## src/rtl/ift_op_pkg.sv

```systemverilog
// ift_op_pkg
// Shared definitions for the IFT operator arbiter:
//   - opcode encodings for the shared binary operator (OP_AND .. OP_LT)
//   - FSM state encodings and the state enum used by ift_op_arbiter
package ift_op_pkg;

    // Opcodes of the shared binary operator
    localparam logic [2:0] OP_AND  = 3'd0;
    localparam logic [2:0] OP_OR   = 3'd1;
    localparam logic [2:0] OP_XOR  = 3'd2;
    localparam logic [2:0] OP_XNOR = 3'd3;
    localparam logic [2:0] OP_ADD  = 3'd4;
    localparam logic [2:0] OP_SUB  = 3'd5;
    localparam logic [2:0] OP_EQ   = 3'd6;
    localparam logic [2:0] OP_LT   = 3'd7;

    // FSM state encodings, also available as plain constants
    localparam logic [1:0] ST_IDLE = 2'd0;
    localparam logic [1:0] ST_EXEC = 2'd1;
    localparam logic [1:0] ST_RESP = 2'd2;

    typedef enum logic [1:0] {
        IDLE = ST_IDLE,
        EXEC = ST_EXEC,
        RESP = ST_RESP
    } state_e;

endpackage

```

## src/rtl/ift_binop.sv

```systemverilog
// ift_binop
// Purely combinational binary operator with information-flow taint
// propagation. The result taint is the bitwise OR of both operand taints
// for every opcode.
// Ports:
//   op   in  3        opcode (see ift_op_pkg)
//   a, b in  WIDTH    operands
//   a_t, b_t in TAINT_W operand taints
//   y    out WIDTH    result (ADD/SUB wrap, EQ/LT zero-extended)
//   y_t  out TAINT_W  result taint
module ift_binop
    import ift_op_pkg::*;
#(
    parameter int WIDTH   = 8,
    parameter int TAINT_W = 32
) (
    input  logic [2:0]         op,
    input  logic [WIDTH-1:0]   a,
    input  logic [WIDTH-1:0]   b,
    input  logic [TAINT_W-1:0] a_t,
    input  logic [TAINT_W-1:0] b_t,
    output logic [WIDTH-1:0]   y,
    output logic [TAINT_W-1:0] y_t
);

    always_comb begin
        y = '0;
        case (op)
            OP_AND:  y = a & b;
            OP_OR:   y = a | b;
            OP_XOR:  y = a ^ b;
            OP_XNOR: y = ~(a ^ b);
            OP_ADD:  y = a + b;
            OP_SUB:  y = a - b;
            OP_EQ:   y[0] = (a == b);
            OP_LT:   y[0] = (a < b);
            default: y = '0;
        endcase
    end

    // Conservative propagation: any tainted input bit taints the result
    assign y_t = a_t | b_t;

endmodule

```

## src/rtl/ift_op_arbiter.sv

```systemverilog
// ift_op_arbiter
// Two-requester round-robin arbiter in front of one shared IFT binary
// operator. A request is latched in IDLE, executed in EXEC and held as a
// response in RESP until consumed. Delivered responses with a non-zero
// taint are counted in a saturating counter.
// Ports:
//   clk, rst               clock, asynchronous active-high reset
//   req_valid/req_ready    per-requester handshake (ready is one-hot or 0)
//   req_op                 2 x 3-bit opcode, packed [i*3 +: 3]
//   req_a, req_b           2 x WIDTH operands
//   req_a_t, req_b_t       2 x TAINT_W operand taints
//   rsp_valid/rsp_ready    response handshake
//   rsp_id                 requester owning the response
//   rsp_data, rsp_data_t   result and result taint
//   tainted_cnt            saturating count of tainted delivered responses
module ift_op_arbiter
    import ift_op_pkg::*;
#(
    parameter int WIDTH   = 8,
    parameter int TAINT_W = 32,
    parameter int CNT_W   = 16
) (
    input  logic                   clk,
    input  logic                   rst,
    input  logic [1:0]             req_valid,
    output logic [1:0]             req_ready,
    input  logic [2*3-1:0]         req_op,
    input  logic [2*WIDTH-1:0]     req_a,
    input  logic [2*WIDTH-1:0]     req_b,
    input  logic [2*TAINT_W-1:0]   req_a_t,
    input  logic [2*TAINT_W-1:0]   req_b_t,
    output logic                   rsp_valid,
    input  logic                   rsp_ready,
    output logic                   rsp_id,
    output logic [WIDTH-1:0]       rsp_data,
    output logic [TAINT_W-1:0]     rsp_data_t,
    output logic [CNT_W-1:0]       tainted_cnt
);

    // Per-requester views of the packed request fields
    logic [2:0]         op_arr  [2];
    logic [WIDTH-1:0]   a_arr   [2];
    logic [WIDTH-1:0]   b_arr   [2];
    logic [TAINT_W-1:0] a_t_arr [2];
    logic [TAINT_W-1:0] b_t_arr [2];

    for (genvar gi = 0; gi < 2; gi++) begin : g_unpack
        assign op_arr[gi]  = req_op[gi*3 +: 3];
        assign a_arr[gi]   = req_a[gi*WIDTH +: WIDTH];
        assign b_arr[gi]   = req_b[gi*WIDTH +: WIDTH];
        assign a_t_arr[gi] = req_a_t[gi*TAINT_W +: TAINT_W];
        assign b_t_arr[gi] = req_b_t[gi*TAINT_W +: TAINT_W];
    end

    state_e             state_reg, state_next;
    logic               last_grant_reg;
    logic [2:0]         op_reg;
    logic [WIDTH-1:0]   a_reg, b_reg;
    logic [TAINT_W-1:0] a_t_reg, b_t_reg;
    logic               id_reg;
    logic               rsp_id_reg;
    logic [WIDTH-1:0]   rsp_data_reg;
    logic [TAINT_W-1:0] rsp_data_t_reg;
    logic [CNT_W-1:0]   tainted_cnt_reg, tainted_cnt_next;

    logic               grant_id;
    logic               grant_en;
    logic               rsp_fire;
    logic [WIDTH-1:0]   op_y;
    logic [TAINT_W-1:0] op_y_t;

    // Round robin: with both requesters valid the one not granted last time
    // wins; otherwise the single valid requester wins.
    always_comb begin
        grant_id = req_valid[1];
        if (req_valid == 2'b11) begin
            grant_id = ~last_grant_reg;
        end
    end

    assign grant_en  = (state_reg == IDLE) && (req_valid != 2'b00);
    assign req_ready = grant_en ? (grant_id ? 2'b10 : 2'b01) : 2'b00;
    assign rsp_fire  = (state_reg == RESP) && rsp_ready;

    always_comb begin
        state_next = state_reg;
        case (state_reg)
            IDLE:    if (grant_en) state_next = EXEC;
            EXEC:    state_next = RESP;
            RESP:    if (rsp_ready) state_next = IDLE;
            default: state_next = IDLE;
        endcase
    end

    // Counter holds at all-ones instead of wrapping
    always_comb begin
        tainted_cnt_next = tainted_cnt_reg;
        if (rsp_fire && (rsp_data_t_reg != '0) && (tainted_cnt_reg != '1)) begin
            tainted_cnt_next = tainted_cnt_reg + CNT_W'(1);
        end
    end

    ift_binop #(
        .WIDTH   (WIDTH),
        .TAINT_W (TAINT_W)
    ) u_binop (
        .op  (op_reg),
        .a   (a_reg),
        .b   (b_reg),
        .a_t (a_t_reg),
        .b_t (b_t_reg),
        .y   (op_y),
        .y_t (op_y_t)
    );

    always_ff @(posedge clk or posedge rst) begin
        if (rst) begin
            state_reg       <= IDLE;
            last_grant_reg  <= 1'b1;
            op_reg          <= '0;
            a_reg           <= '0;
            b_reg           <= '0;
            a_t_reg         <= '0;
            b_t_reg         <= '0;
            id_reg          <= 1'b0;
            rsp_id_reg      <= 1'b0;
            rsp_data_reg    <= '0;
            rsp_data_t_reg  <= '0;
            tainted_cnt_reg <= '0;
        end else begin
            state_reg       <= state_next;
            tainted_cnt_reg <= tainted_cnt_next;
            if (grant_en) begin
                last_grant_reg <= grant_id;
                id_reg         <= grant_id;
                op_reg         <= op_arr[grant_id];
                a_reg          <= a_arr[grant_id];
                b_reg          <= b_arr[grant_id];
                a_t_reg        <= a_t_arr[grant_id];
                b_t_reg        <= b_t_arr[grant_id];
            end
            // Response registers are only written in EXEC, so they stay
            // stable for the whole RESP stall.
            if (state_reg == EXEC) begin
                rsp_id_reg     <= id_reg;
                rsp_data_reg   <= op_y;
                rsp_data_t_reg <= op_y_t;
            end
        end
    end

    assign rsp_valid   = (state_reg == RESP);
    assign rsp_id      = rsp_id_reg;
    assign rsp_data    = rsp_data_reg;
    assign rsp_data_t  = rsp_data_t_reg;
    assign tainted_cnt = tainted_cnt_reg;

endmodule

```

## config.mk

```make
export PLATFORM = sky130hd
export DESIGN_NAME = ift_op_arbiter
export DESIGN_NICKNAME = d
export VERILOG_FILES = /design/src/rtl/ift_op_pkg.sv /design/src/rtl/ift_binop.sv /design/src/rtl/ift_op_arbiter.sv
export SDC_FILE = /design/constraint.sdc
export NUM_CORES = 1
export LEC_CHECK = 0
export CELL_PAD_IN_SITES_DETAIL_PLACEMENT = 2
export CELL_PAD_IN_SITES_GLOBAL_PLACEMENT = 2
export CORE_ASPECT_RATIO = 1.75
export CORE_MARGIN = 3
export CORE_UTILIZATION = 29
export DETAILED_ROUTE_END_ITERATION = 6
export GPL_ROUTABILITY_DRIVEN = 0
export PLACE_DENSITY = 0.78
export SLEW_MARGIN = 20
export SYNTH_ARGS = -nofsm -noshare
export SYNTH_HDL_FRONTEND = slang
export SYNTH_HIERARCHICAL = 1
export SYNTH_SLANG_ARGS = --single-unit
```

## constraint.sdc

```tcl
create_clock -name clk -period 6 [get_ports clk]
set_input_delay 1.2 -clock clk [delete_from_list [all_inputs] [get_ports clk]]
set_output_delay 1.2 -clock clk [all_outputs]
set_load 0.005 [all_outputs]
```

==> run summary, run 1 <==
status: finished, violations left
violated checks: design-rule violations
Placed Area: 9882 um^2
Flop pwr share: 31.4%
total of max-cap violations: 0
post_cts resized: 0
grt met1 use: 18.22%
HP Class: reg2reg
Critical Path End Type: output port
final core utilization: 42.21%
FFs w/ async S/R, synth: 100.0%
Syn Nets: 870
Hold Fails Final Rpt: 0
RSZ-0062 raised after global routing: false
min cycle time layout: 3.849 ns
Most used DFF post-synth: dfrtp_1
Layout area overhead: 42.45%
fin. max-slew vios: 0
TritonCTS buffer count: 17
initial drt markers: 459
Die Wd: 126.4 um
Die Height: 216.7 um
IO Count: 231
Post-CTS Setup Bufs: 0
Post-synth EDFFs: 0
total wire length: 27.49 mm
via count of the first global-routing pass: 7428
Avg Inst Size Synth: 10.96 um^2
Max transition margin: 33.53%
Yosys cell types: 59
GRT Total Usage: 20.20%
Seq cells post-synth: 144
root buffer cell: clkbuf_16
Pre-antenna DRT Iters: 7
Required @ worst endpoint: 4.80 ns
H-Tree Depth: 4
Peak VDD IR: 0.2289 mV
# port buffers: 230
dpl cells: 1176
Clk Latency, worst-skew pair: 0.44 ns
combinational fraction of design power: 49.7%
kind of critical path: in2out
first-pass GRT wire length: 42.28 mm
CP startpoint kind: input pin
post-synthesis cell count: 671
hpwl dp: 20.14 mm
Most Used Layer, Global Route: met2
Setup TNS Final: 0 ns
# fillers: 2604
routed len/inst: 22.68 um
met2 Use GR: 41.71%
Final setup viols: 0
Pwr Total: 0.005662 W
Switching Power: 0.002214 W
Clock Path Buffers: 2
CTS tree: built
critical path arrival: 2.65 ns
Core Region: 24820 um^2
clock power share: 18.9%
Core Rows: 76
Starting Density: 29.63%
Max Freq: 259.8 MHz
clock-pin transition on the worst setup and hold timing paths: 0.06 ns
Worst-Margin Slew: 0.9970 ns
DRT antenna net count: 0
CTS sink cnt: 144
fin nets: 1082
largest net degree at the start of global routing: 87
Switching Share: 39.10%
Power Density: 540.5 nW/um^2
post-synthesis sequential area ratio: 49.02%
GRT overflow: 0
hold_buf cts: 0
highest-count cells in the layout ignoring fill and taps: clkdlybuf4s50_1 (230), dfrtp_1 (143), inv_1 (108)
Global Route met3 Usage: 3.921%
final std cells w/o fill: 1212
Final period util: 64.14%
P_leak: 4.721 nW
share of cells above drive strength 1: 14.40%
skew final: 0.008339 ns
die area: 27380 um^2
commonest non-fill, non-tap cell in the layout: clkdlybuf4s50_1
via count: 6372
initial antenna violation count: 3
internal power: 0.003448 W
synth warn: 6
final instance area: 10480 um^2
crit-path max FO: 3
DRC viols: 3
via/cell ratio: 5.257
Post-Syn Area: 7353 um^2
==> worst max-delay path: stages <==
cell and delay [ns]:
clkdlybuf4s50_1 0.60, o21ai_4 0.10, a21oi_4 0.16, clkdlybuf4s50_1 0.59
==> logic make-up after synthesis <==
family / Yosys count / share of synthesized area [%]
buffers and inverters: 156 / 9.239
AOI/OAI and AO/OA: 145 / 16.86
DFF: 144 / 49.02
and+or+nand+nor: 128 / 10.06
muxes: 44 / 6.755
adders and majority gates: 28 / 4.969
xor gates and xnor gates: 26 / 3.097
==> per-layer routing <==
layer,vias to the layer above,wire length [um]
met1,3270,8604
met3,44,1021
met4,0,914
li1,2881,-
met5,-,0
met2,177,16950
==> path summary, 6_finish.rpt <==
path / slack [ns] / to / start / cells after the start
setup / recovery: 2.15 / req_ready[0] / req_valid[1] / 4
hold / removal: 0.48 / id_reg / id_reg / 1
setup reg to reg: 3.62 / tainted_cnt[1] / rsp_data_t[30] / 5
hold reg to reg: 0.48 / id_reg / id_reg / 1
max in group asynchronous: 3.72 / b_t_reg[18] / rst / 3
min in group asynchronous: 1.28 / rsp_data[3] / rst / 2
==> through the flow <==
step	setup slack, ns	hold slack [ns]
5_1_grt	2.101	0.5053
2_1_floorplan	0.9354	0.4458
3_3_place_gp	2.171	0.4590
3_5_place_dp	2.168	0.4703
6_report	2.151	0.4776
4_1_cts	2.147	0.4837
==> cells in the mapped netlist, types with 10 or more instances <==
| master | n | share of area (%) |
|---|---|---|
| a21oi_1 | 17 | 1.2 |
| a222oi_1 | 83 | 11 |
| buf_2 | 16 | 1.1 |
| clkbuf_1 | 16 | 0.82 |
| dfrtp_1 | 143 | 49 |
| ha_1 | 26 | 4.4 |
| inv_1 | 109 | 5.6 |
| mux2_2 | 41 | 6.3 |
| nand2_1 | 12 | 0.61 |
| nand3_1 | 10 | 0.68 |
| nor2_1 | 14 | 0.71 |
| nor3_1 | 15 | 1.0 |
| nor4_1 | 14 | 1.2 |
| or2_2 | 34 | 2.9 |
| xor2_1 | 19 | 2.3 |
==> layout make-up <==
cell class | count | area [um^2] | share of cell area [%]
Multi-Input combinational cell | 371 | 3099 | 29.59
Inverter | 110 | 417.9 | 3.990
Timing Repair Buffer | 239 | 2370 | 22.62
Antenna cell | 4 | 10.01 | 0.09556
Clock buffer | 22 | 474.2 | 4.527
Sequential cell | 144 | 3605 | 34.41
Clock inverter | 10 | 108.9 | 1.039
Tap cell | 312 | 390.4 | 3.727
==> power by group through the flow <==
stage	Sequential, W	Clock (W)	Combinational (W)
after CTS	0.00178	0.00110	0.00286
after floorplan	0.00168	0	0.00186
after global routing	0.00185	0.00114	0.00310
after global placement	0.00176	0	0.00270
final	0.00178	0.00107	0.00282
after detailed placement	0.00180	0	0.00282
Power figures use the tool's default switching activity.
==> run 2, diff against run 1 <==
--- a/config.mk
+++ b/config.mk
@@ -9,10 +9,10 @@
 export CELL_PAD_IN_SITES_GLOBAL_PLACEMENT = 2
 export CORE_ASPECT_RATIO = 1.75
 export CORE_MARGIN = 3
-export CORE_UTILIZATION = 29
+export CORE_UTILIZATION = 26
 export DETAILED_ROUTE_END_ITERATION = 6
 export GPL_ROUTABILITY_DRIVEN = 0
-export PLACE_DENSITY = 0.78
+export PLACE_DENSITY = 0.74
 export SLEW_MARGIN = 20
 export SYNTH_ARGS = -nofsm -noshare
 export SYNTH_HDL_FRONTEND = slang
==> constraint.sdc (replaced) <==
create_clock -name clk -period 3.1 [get_ports clk]
set_input_delay 0.62 -clock clk [delete_from_list [all_inputs] [get_ports clk]]
set_output_delay 0.62 -clock clk [all_outputs]
set_load 0.005 [all_outputs]
==> run summary, run 2 (same netlist as run 1, synthesis figures left out) <==
Layout area overhead: 45.23%
total wire length: 27.31 mm
fin nets: 1089
# port buffers: 230
Pwr Total: 0.01099 W
total of max-cap violations: 0
CTS tree: built
fin. max-slew vios: 0
CTS sink cnt: 144
DRT antenna net count: 0
Critical Path End Type: output port
Reg2Reg Setup Slack: 0.61 ns
via count: 6411
Starting Density: 26.71%
Clock Path Buffers: 2
cells along the critical path: clkdlybuf4s50_1, nand2_1, a21oi_4, clkdlybuf4s50_1
min cycle time layout: 2.717 ns
worst setup path endpoint: req_ready[0]
Max Freq: 368.1 MHz
Buf+Inv Stages, Crit Path: 2
via/cell ratio: 5.016
clock-pin transition on the worst setup and hold timing paths: 0.05 ns
skew final: 0.01418 ns
Switching Share: 38.25%
Final period util: 87.64%
routed len/inst: 21.37 um
Worst-Margin Slew: 1.034 ns
commonest non-fill, non-tap cell in the layout: clkdlybuf4s50_1
Most common cell on crit path: clkdlybuf4s50_1
clock power share: 19.5%
DRC viols: 3
via count of the first global-routing pass: 7302
Multi-input gate area: 3099 um^2
Final setup viols: 0
post_cts resized: 0
cell depth of the worst setup path: 4
Switching Power: 0.004205 W
die area: 30420 um^2
violated checks: design-rule violations
kind of critical path: in2out
Post-CTS Setup Bufs: 0
Die Wd: 133.1 um
hold_buf cts: 0
Power Density: 1030 nW/um^2
Core Rows: 80
Peak VDD IR: 0.4139 mV
share of cells above drive strength 1: 14.98%
critical path arrival: 2.10 ns
status: finished, violations left
slowest stage cell, crit path: clkdlybuf4s50_1
Core Region: 27530 um^2
Flop pwr share: 31.5%
Max transition margin: 31.05%
CP startpoint kind: input pin
P_leak: 4.774 nW
WHS: 0.4854 ns
Setup TNS Final: 0 ns
Worst path max stage delay: 0.55 ns
internal power: 0.006790 W
largest net degree at the start of global routing: 87
final std cells w/o fill: 1278
IO Count: 231
GRT Total Usage: 18.10%
dpl cells: 1240
reg2reg start: a_reg[0]
initial antenna violation count: 8
reg-to-reg endpoint: rsp_data[6]
hpwl dp: 20.30 mm
crit-path max FO: 2
Hold Fails Final Rpt: 0
RSZ-0062 raised after global routing: false
root buffer cell: clkbuf_16
initial drt markers: 420
GRT overflow: 0
CP top delay family: buffers and inverters
TritonCTS buffer count: 17
first-pass GRT wire length: 41.95 mm
# fillers: 2904
HP Class: reg2reg
final core utilization: 38.80%
Clk Latency, worst-skew pair: 0.44 ns
worst reg2reg path depth: 10
Die Height: 228.5 um
Storage cell area: 3605 um^2
Pre-antenna DRT Iters: 7
Worst setup startpoint: req_valid[0]
H-Tree Depth: 4
Required @ worst endpoint: 2.48 ns
highest-count cells in the layout ignoring fill and taps: clkdlybuf4s50_1 (230), dfrtp_1 (143), inv_1 (108)
combinational fraction of design power: 49.0%
## run 2: changes by cell type in the layout (fill, tap and decap cells not counted)
cell,change
diode_2,+4
clkinv_2,-3
clkinv_4,+3
clkbuf_1,-1
inv_6,-2
buf_12,+4
buf_4,+3
bufinv_16,+1
## run 2: how the worst min path moves through the flow
| stage | from | to | slack, ns | depth (start not counted) |
|---|---|---|---|---|
| final | id_reg | id_reg | 0.49 | 1 |
| after global routing | id_reg | id_reg | 0.53 | 1 |
| after CTS | id_reg | id_reg | 0.49 | 1 |
| after detailed placement | id_reg | id_reg | 0.48 | 1 |
| after global placement | id_reg | id_reg | 0.46 | 1 |
| after floorplan | id_reg | id_reg | 0.45 | 1 |
## run 2: power groups by stage
stage	Clock, W	Sequential, W	Combinational, W
2_1_floorplan	0	0.00325	0.00360
3_3_place_gp	0	0.00346	0.00526
3_5_place_dp	0	0.00351	0.00545
4_1_cts	0.00222	0.00349	0.00549
5_1_grt	0.00230	0.00362	0.00594
6_report	0.00215	0.00346	0.00539
## run 2: cell type report
type | instances | share of cell area (%)
multi-input combinational | 371 | 29.02
sequential | 144 | 33.76
inverter | 110 | 3.902
clock buffer | 21 | 4.405
timing repair buffer | 246 | 23.15
clock inverter | 9 | 1.254
tap | 369 | 4.323
antenna | 8 | 0.1875
## run 2: metrics by stage
step	setup WS [ns]	cell area, um^2
after floorplan	0.6758	7357
after detailed placement	0.3640	10050
after global routing	0.3498	10680
after CTS	0.3629	10660
after global placement	0.3837	10050
final	0.3833	10680
## run 2: routing by layer
layer  part of all wire [%]  global-route usage, %  vias to the layer above
met5                      0                      0                        -
li1                       -                      -                     2897
met3                    3.5                  3.502                       49
met1                     33                  16.95                     3293
met4                    4.0                  9.073                        0
met2                     60                  36.18                      172
## run 2: worst register-to-register path, delay by kind of cell, from the launching register on
| family | cells | cell delay (ns) |
|---|---|---|
| AOI/OAI and AO/OA | 5 | 0.95 |
| DFF | 1 | 0.42 |
| buffers and inverters | 2 | 0.18 |
| adders and majority gates | 2 | 0.56 |
| muxes | 1 | 0.27 |
==> run 3, diff against run 2 <==
--- a/config.mk
+++ b/config.mk
@@ -13,6 +13,7 @@
 export DETAILED_ROUTE_END_ITERATION = 6
 export GPL_ROUTABILITY_DRIVEN = 0
 export PLACE_DENSITY = 0.74
+export SKIP_LAST_GASP = 1
 export SLEW_MARGIN = 20
 export SYNTH_ARGS = -nofsm -noshare
 export SYNTH_HDL_FRONTEND = slang
==> results of run 3 <==
No change in the layout: final DEF, timing and power equal those of run 2.
